==> src/rtl/ram_fifo_ctrl.sv <==
// ram_fifo_ctrl: pointer, count and flag controller that runs a FIFO inside an external dual-port RAM.
// Read port 1 is the first-word-fall-through head, and read port 2 is a one-word lookahead.
module ram_fifo_ctrl #(
    parameter int ADDR_WIDTH = 12,
    parameter int DATA_WIDTH = 8
) (
    input  logic                  clk,
    input  logic                  rst_n,
    input  logic                  wr_en,
    input  logic [DATA_WIDTH-1:0] wr_data,
    input  logic                  rd_en,
    output logic [DATA_WIDTH-1:0] rd_data,
    output logic [DATA_WIDTH-1:0] rd_data_next,
    output logic                  next_valid,
    output logic                  full,
    output logic                  empty,
    output logic [ADDR_WIDTH:0]   count,
    output logic                  overflow,
    output logic                  underflow,
    input  logic                  clr_err,
    output logic                  ram_we,
    output logic [ADDR_WIDTH-1:0] ram_write_addr,
    output logic [DATA_WIDTH-1:0] ram_write_data,
    output logic [ADDR_WIDTH-1:0] ram_read_addr_1,
    output logic [ADDR_WIDTH-1:0] ram_read_addr_2,
    input  logic [DATA_WIDTH-1:0] ram_read_data_1,
    input  logic [DATA_WIDTH-1:0] ram_read_data_2
);
    localparam logic [ADDR_WIDTH:0]   WRAP  = {1'b1, {ADDR_WIDTH{1'b0}}};
    localparam logic [ADDR_WIDTH:0]   C_ONE = 1;
    localparam logic [ADDR_WIDTH-1:0] A_ONE = 1;

    logic [ADDR_WIDTH:0] wr_ptr_q, wr_ptr_d, rd_ptr_q, rd_ptr_d, count_q, count_d;
    logic                overflow_q, overflow_d, underflow_q, underflow_d;
    logic                push_ok, pop_ok;

    assign full            = (wr_ptr_q ^ rd_ptr_q) == WRAP;
    assign empty           = wr_ptr_q == rd_ptr_q;
    assign push_ok         = wr_en & ~full;
    assign pop_ok          = rd_en & ~empty;
    assign count           = count_q;
    assign next_valid      = count_q > C_ONE;
    assign overflow        = overflow_q;
    assign underflow       = underflow_q;
    assign ram_we          = push_ok;
    assign ram_write_addr  = wr_ptr_q[ADDR_WIDTH-1:0];
    assign ram_write_data  = wr_data;
    assign ram_read_addr_1 = rd_ptr_q[ADDR_WIDTH-1:0];
    assign ram_read_addr_2 = rd_ptr_q[ADDR_WIDTH-1:0] + A_ONE;
    assign rd_data         = ram_read_data_1;
    assign rd_data_next    = ram_read_data_2;

    always_comb begin
        wr_ptr_d    = wr_ptr_q + {{ADDR_WIDTH{1'b0}}, push_ok};
        rd_ptr_d    = rd_ptr_q + {{ADDR_WIDTH{1'b0}}, pop_ok};
        count_d     = count_q + {{ADDR_WIDTH{1'b0}}, push_ok} - {{ADDR_WIDTH{1'b0}}, pop_ok};
        // a fresh error in the same cycle as clr_err keeps the flag set
        overflow_d  = (wr_en & full) | (overflow_q & ~clr_err);
        underflow_d = (rd_en & empty) | (underflow_q & ~clr_err);
    end

    always_ff @(posedge clk or negedge rst_n) begin
        if (!rst_n) begin
            wr_ptr_q    <= '0;
            rd_ptr_q    <= '0;
            count_q     <= '0;
            overflow_q  <= 1'b0;
            underflow_q <= 1'b0;
        end else begin
            wr_ptr_q    <= wr_ptr_d;
            rd_ptr_q    <= rd_ptr_d;
            count_q     <= count_d;
            overflow_q  <= overflow_d;
            underflow_q <= underflow_d;
        end
    end
endmodule

==> config.mk <==
export PLATFORM = sky130hd
export DESIGN_NAME = ram_fifo_ctrl
export DESIGN_NICKNAME = d
export VERILOG_FILES = /design/src/rtl/ram_fifo_ctrl.sv
export SDC_FILE = /design/constraint.sdc
export NUM_CORES = 1
export LEC_CHECK = 0
export CORE_ASPECT_RATIO = 0.6
export CORE_MARGIN = 3
export CORE_UTILIZATION = 42
export CTS_BUF_LIST = sky130_fd_sc_hd__clkbuf_16
export DETAILED_ROUTE_END_ITERATION = 7
export PLACE_DENSITY = 0.87
export SLEW_MARGIN = 20
export SYNTH_ARGS = -nofsm -noshare
export SYNTH_HDL_FRONTEND = slang
export SYNTH_SLANG_ARGS = --single-unit
==> constraint.sdc <==
create_clock -name clk -period 3.61 [get_ports clk]
set_input_delay 0.722 -clock clk [delete_from_list [all_inputs] [get_ports clk]]
set_output_delay 0.722 -clock clk [all_outputs]
set_load 0.01 [all_outputs]
=== Yosys cells after proc, flatten, opt, wreduce, memory -nomap -nowiden ===
Index checks and enable logic that the tools add are counted.
W data, S select, Z words.

* Bits in registers: 41
* Latch bits: 0
* Memory bits (writable): 0
* Memory bits (read-only): 0
* Word-level logic and storage cells: 25
* Memories kept: 0

* $add $sub $neg: 5
* Multiply operators: 0
* Div/mod/pow operators: 0
* Magnitude comparators: 1
* Equality and inequality tests: 2
* Shift-type cells: 0
* Mux-type cells: 0
* Bitwise gates (word level): 12
* Reduce and logical (&&, ||, !) cells: 0

{| class="wikitable"
|+ Operators by type and width
! cell !! number
|-
| $add A13 B1 Y13 || 3
|-
| $eq A13 B13 Y1 || 1
|-
| $eq A13 B13 Y1 const B || 1
|-
| $gt A13 B1 Y1 const B || 1
|-
| $sub A13 B1 Y13 || 1
|-
| $xor A13 B13 Y13 || 1
|-
| $add A12 B1 Y12 const B || 1
|-
| $and A1 B1 Y1 || 6
|-
| $not A1 Y1 || 3
|-
| $or A1 B1 Y1 || 2
|}

=== Longest topological paths before layout ===
* Depth in word-level cells: 6
* Mapped depth: 16

=== Worst setup path before layout ===
Ideal clock, no wire load.

* Path type: reg-to-reg
* From: register rd_ptr_q[7]
* To: register count_q[10], in the netlist count[10]
* Library setup time: 0.131 ns
* Arrival time: 3.358 ns
* Path slack: 0.121 ns
* Stages on the path, launching flop included: 17
* Buffers on the path: 1
* Cells stage by stage: dfrtp_1 -> clkbuf_1 -> xnor2_1 -> nand4_1 -> nor3_1 -> nand2_1 -> and2_1 -> ha_1 -> inv_1 -> ha_1 -> inv_1 -> fa_1 -> o21ba_2 -> o2111a_1 -> o31ai_1 -> mux2i_1 -> nand2_1

* Cells in the longest elaborated chain, start to end: 6
* Elaborated cells on any way between the ends: 9
* Classes of those cells: add/sub: 2; eq/ne: 2; bitwise: 5

{| class="wikitable"
|+ Ends and longest elaborated chain
! what !! line !! RTL
|-
| from (decl) || 33 || <nowiki>logic [ADDR_WIDTH:0] wr_ptr_q, wr_ptr_d, rd_ptr_q, rd_ptr_d, count_q, count_d;</nowiki>
|-
| from (signal assigned) || 71 || <nowiki>rd_ptr_q <= rd_ptr_d;</nowiki>
|-
| $xor A13 B13 Y13 || 37 || <nowiki>assign full = (wr_ptr_q ^ rd_ptr_q) == WRAP;</nowiki>
|-
| $eq A13 B13 Y1 || 37 ||
|-
| $not A1 Y1 || 39 || <nowiki>assign push_ok = wr_en & ~full;</nowiki>
|-
| $and A1 B1 Y1 || 39 ||
|-
| $add A13 B1 Y13 || 56 || <nowiki>count_d = count_q + {{ADDR_WIDTH{1'b0}}, push_ok} - {{ADDR_WIDTH{1'b0}}, pop_ok};</nowiki>
|-
| $sub A13 B1 Y13 * || 56 ||
|-
| named net count_d[10] || 33 ||
|-
| to (signal assigned) || 72 || <nowiki>count_q <= count_d;</nowiki>
|-
| to (decl) || 33 ||
|}

Mark *: on every way through the listed nets, which the timed path passes. The rest lies on a longest branch.

=== Worst setup path in the final report ===
* From: register wr_ptr_q[0]
* To: register count_q[10], in the netlist count[10]

* Cells in the longest elaborated chain, start to end: 6
* Elaborated cells on any way between the ends: 9
* Classes of those cells: add/sub: 2; eq/ne: 2; bitwise: 5

{| class="wikitable"
|+ Ends and longest elaborated chain
! what !! line !! RTL
|-
| from (decl) || 33 ||
|-
| from (signal assigned) || 70 || <nowiki>wr_ptr_q <= wr_ptr_d;</nowiki>
|-
| $xor A13 B13 Y13 || 37 ||
|-
| $eq A13 B13 Y1 || 37 ||
|-
| $not A1 Y1 || 39 ||
|-
| $and A1 B1 Y1 || 39 ||
|-
| $add A13 B1 Y13 || 56 ||
|-
| $sub A13 B1 Y13 * || 56 ||
|-
| named net count_d[10] || 33 ||
|}

Marks and branches as above.

==> results.toml <==
[status]
status = "finished clean"

[logic_synthesis]
avgSynthCellArea_sq_um = 9.525
synth-compound-area-share_pct = 6.912
synth-adder-area-share_pct = 13.18
synth_top_family_by_area = "buffers and inverters"
ys_seq_area_share_pct = 33.14
muxShareOfSynthArea_pct = 0.3234
ys.flop_type = "dfrtp_1"
synthCells = 325
yosysMostFrequentCell = "buf_4"
async_flop_share_pct = 100.0
synth_top_area_share_pct = 33.14
syn_area_sq_um = 3095
synth_cell_type_count = 46
synth_xor_area_share_pct = 15.00
synth_edf_count = 0
ys_top_cells_by_area = "dfrtp_1 (33%), ha_1 (13%), buf_4 (12%)"
netlist_top_cells_count = "buf_4 (49), dfrtp_1 (41), xnor2_1 (41)"
syn-num-nets = 386
yosys.area_share.simple_pct = 15.20
synth_top_area_cell = "dfrtp_1"
ys_ff_latch = 41
yosys_warnings = 0

[floorplan]
core_region_area_sq_um = 6907
rows = 23
die-area_sq_um = 8470
initial_core_util_pct = 44.82
num_io_pins = 108
die_w_microns = 116.8
die_y_microns = 72.50

[clock_network]
cts_tree = "yes"
cts.sinks = 41
worstSkewPairLatency_ps = 280
clockBufferDepth = 2
cts_buffers = 5
cts-root-buf = "clkbuf_16"
cts_hold_buf = 0
ctsHtreeMaxLevel = 2
path_clk_slew_ps = 60

[timing]
rsz0062_at_grt = "no"
drv_slew = 0
hold_viol = 0
slew-limit-headroom_pct = 40.68
fmax_ghz = 0.2899
worst_clock_skew_ps = 9.215
hold_slack_ps = 503.5
fin_crit_sh_pct = 95.54
min_period_ps = 3449
fin_setup_tns_ps = 0
tightest_slew_ps = 889.7
setup_viol = 0

[place]
post_dp_cell_area_sq_um = 3516
portBuffers = 59
hpwl_mm = 5.573
gp_congestion = 0.8766
dpl.cell_count = 431

[global_route]
grt_overflow = 0
grt_pass1_vias = 2263
grt_max_degree = 42
grt_usage_pct = 17.38
grt_first_pass_wirelength_mm = 11.56
antenna_found_initial = 0

[setup_path]
cp-end-kind = "flop"
reg2reg_slack_ps = 160
cp-start-kind = "flop"
cp_max_fo = 3
worstPathRequired_ps = 3760
crit_type = "flop to flop"
worstPathArrival_ps = 3600

[route]
drt_pass1_iterations = 5
detail_route.vias_per_cell = 5.168
drc = 0
ant_nets = 0
wl_mm = 7.168
wire_per_inst_microns = 16.25
vias = 2279
drtIter0Drc = 250

[layout]
fin_cells = 441
diodes = 0
drive_above_1_share_pct = 12.43
area_delta_synth_final_pct = 22.23
fin_nets = 414
design_area_sq_um = 3784
fin_util_pct = 54.78

[job]
max_cap_violations = 0

[power]
powerDensity_nw_per_um2 = 997.0
peakVddDrop_mv = 0.3382
power.leakage_uw = 0.001701

[min_path]
min_path_type = "flop to flop"
## layout by cell type (no fill, tap or decap), types with 3 or more instances in the layout
cell             Yosys  layout
xnor2_1             41      36
xor2_1              12      12
nand3_1             16      16
clkdlybuf4s50_1      0      58
nand2b_1             3       3
a21oi_1              7       7
xnor2_2              0       5
ha_1                31      31
nor4_1               3       3
inv_1               27      27
o211ai_1             3       3
and3_1               6       6
nand2_1             16      16
buf_4               49      19
dfrtp_1             41      38
nor3b_1              4       4
and2_1               4       4
dfrtp_2              0       3
clkbuf_16            0       5
nand4_1             10      10
nor2_1              11      11
## cell type report
class / instances / area, sq um
Timing Repair Buffer: 78 / 728.2
Sequential cell: 41 / 1030
Fill cell: 590 / 3123
Clock inverter: 3 / 65.06
Multi-Input combinational cell: 200 / 1625
Tap cell: 87 / 108.9
Inverter: 27 / 101.3
Clock buffer: 5 / 125.1
## power by group
part / internal, uW / total, uW / switching (uW)
sequential: 635 / 787 / 152
clock: 395 / 574 / 179
combinational: 1170 / 2410 / 1240
## critical path: stages, from the launching register on
cell and delay, ps:
dfrtp_1 430, xnor2_2 220, nand4_1 180, nor3_2 230
nand2_1 100, and2_1 180, ha_1 270, inv_1 60
ha_1 170, inv_1 60, fa_2 340, o21ba_2 230
o2111a_1 290, o31ai_4 220, mux2i_1 250, nand2_1 80
## final timing paths
path / from / depth (start not counted) / to
setup / recovery: wr_ptr_q[0] / 15 / count[10]
hold / removal: underflow / 1 / underflow
setup reg to reg: wr_ptr_q[0] / 15 / count[10]
hold reg to reg: underflow / 1 / underflow
max in group asynchronous: rst_n / 1 / wr_ptr_q[11]
min in group asynchronous: rst_n / 1 / count[7]
## state kept, by name, indices dropped and copies added (netlist names)
register   cells
count         13
rd_ptr_q      13
wr_ptr_q      13
overflow       1
underflow      1
## repair_timing
item / 4_1_cts / 5_1_grt
setup buffers: 0 / 2
setup endpoints to repair: 1 / 3
resized for setup: 1 / 12
pin swaps: 0 / 4
## stage by stage
stage	worst slack [ps]	total power, uW
global route	33.16	4022
floorplan	120.9	2302
finish	161.0	3772
CTS	41.93	3676
detailed placement	-18.38	3076
global placement	157.5	2985
## logic make-up after synthesis
family	after synthesis
fa+ha+maj	32
compound gates	28
xor+xnor	53
mux	1
buf+inv	84
flops	41
simple gates	86
## layer usage
metal  routed length [microns]  track usage (%)
met1                      3489            26.23
met2                      3182            25.39
met3                       426            3.583
met4                        70            4.198
met5                         0                0
Note: power is estimated with default switching activity, not from simulation.
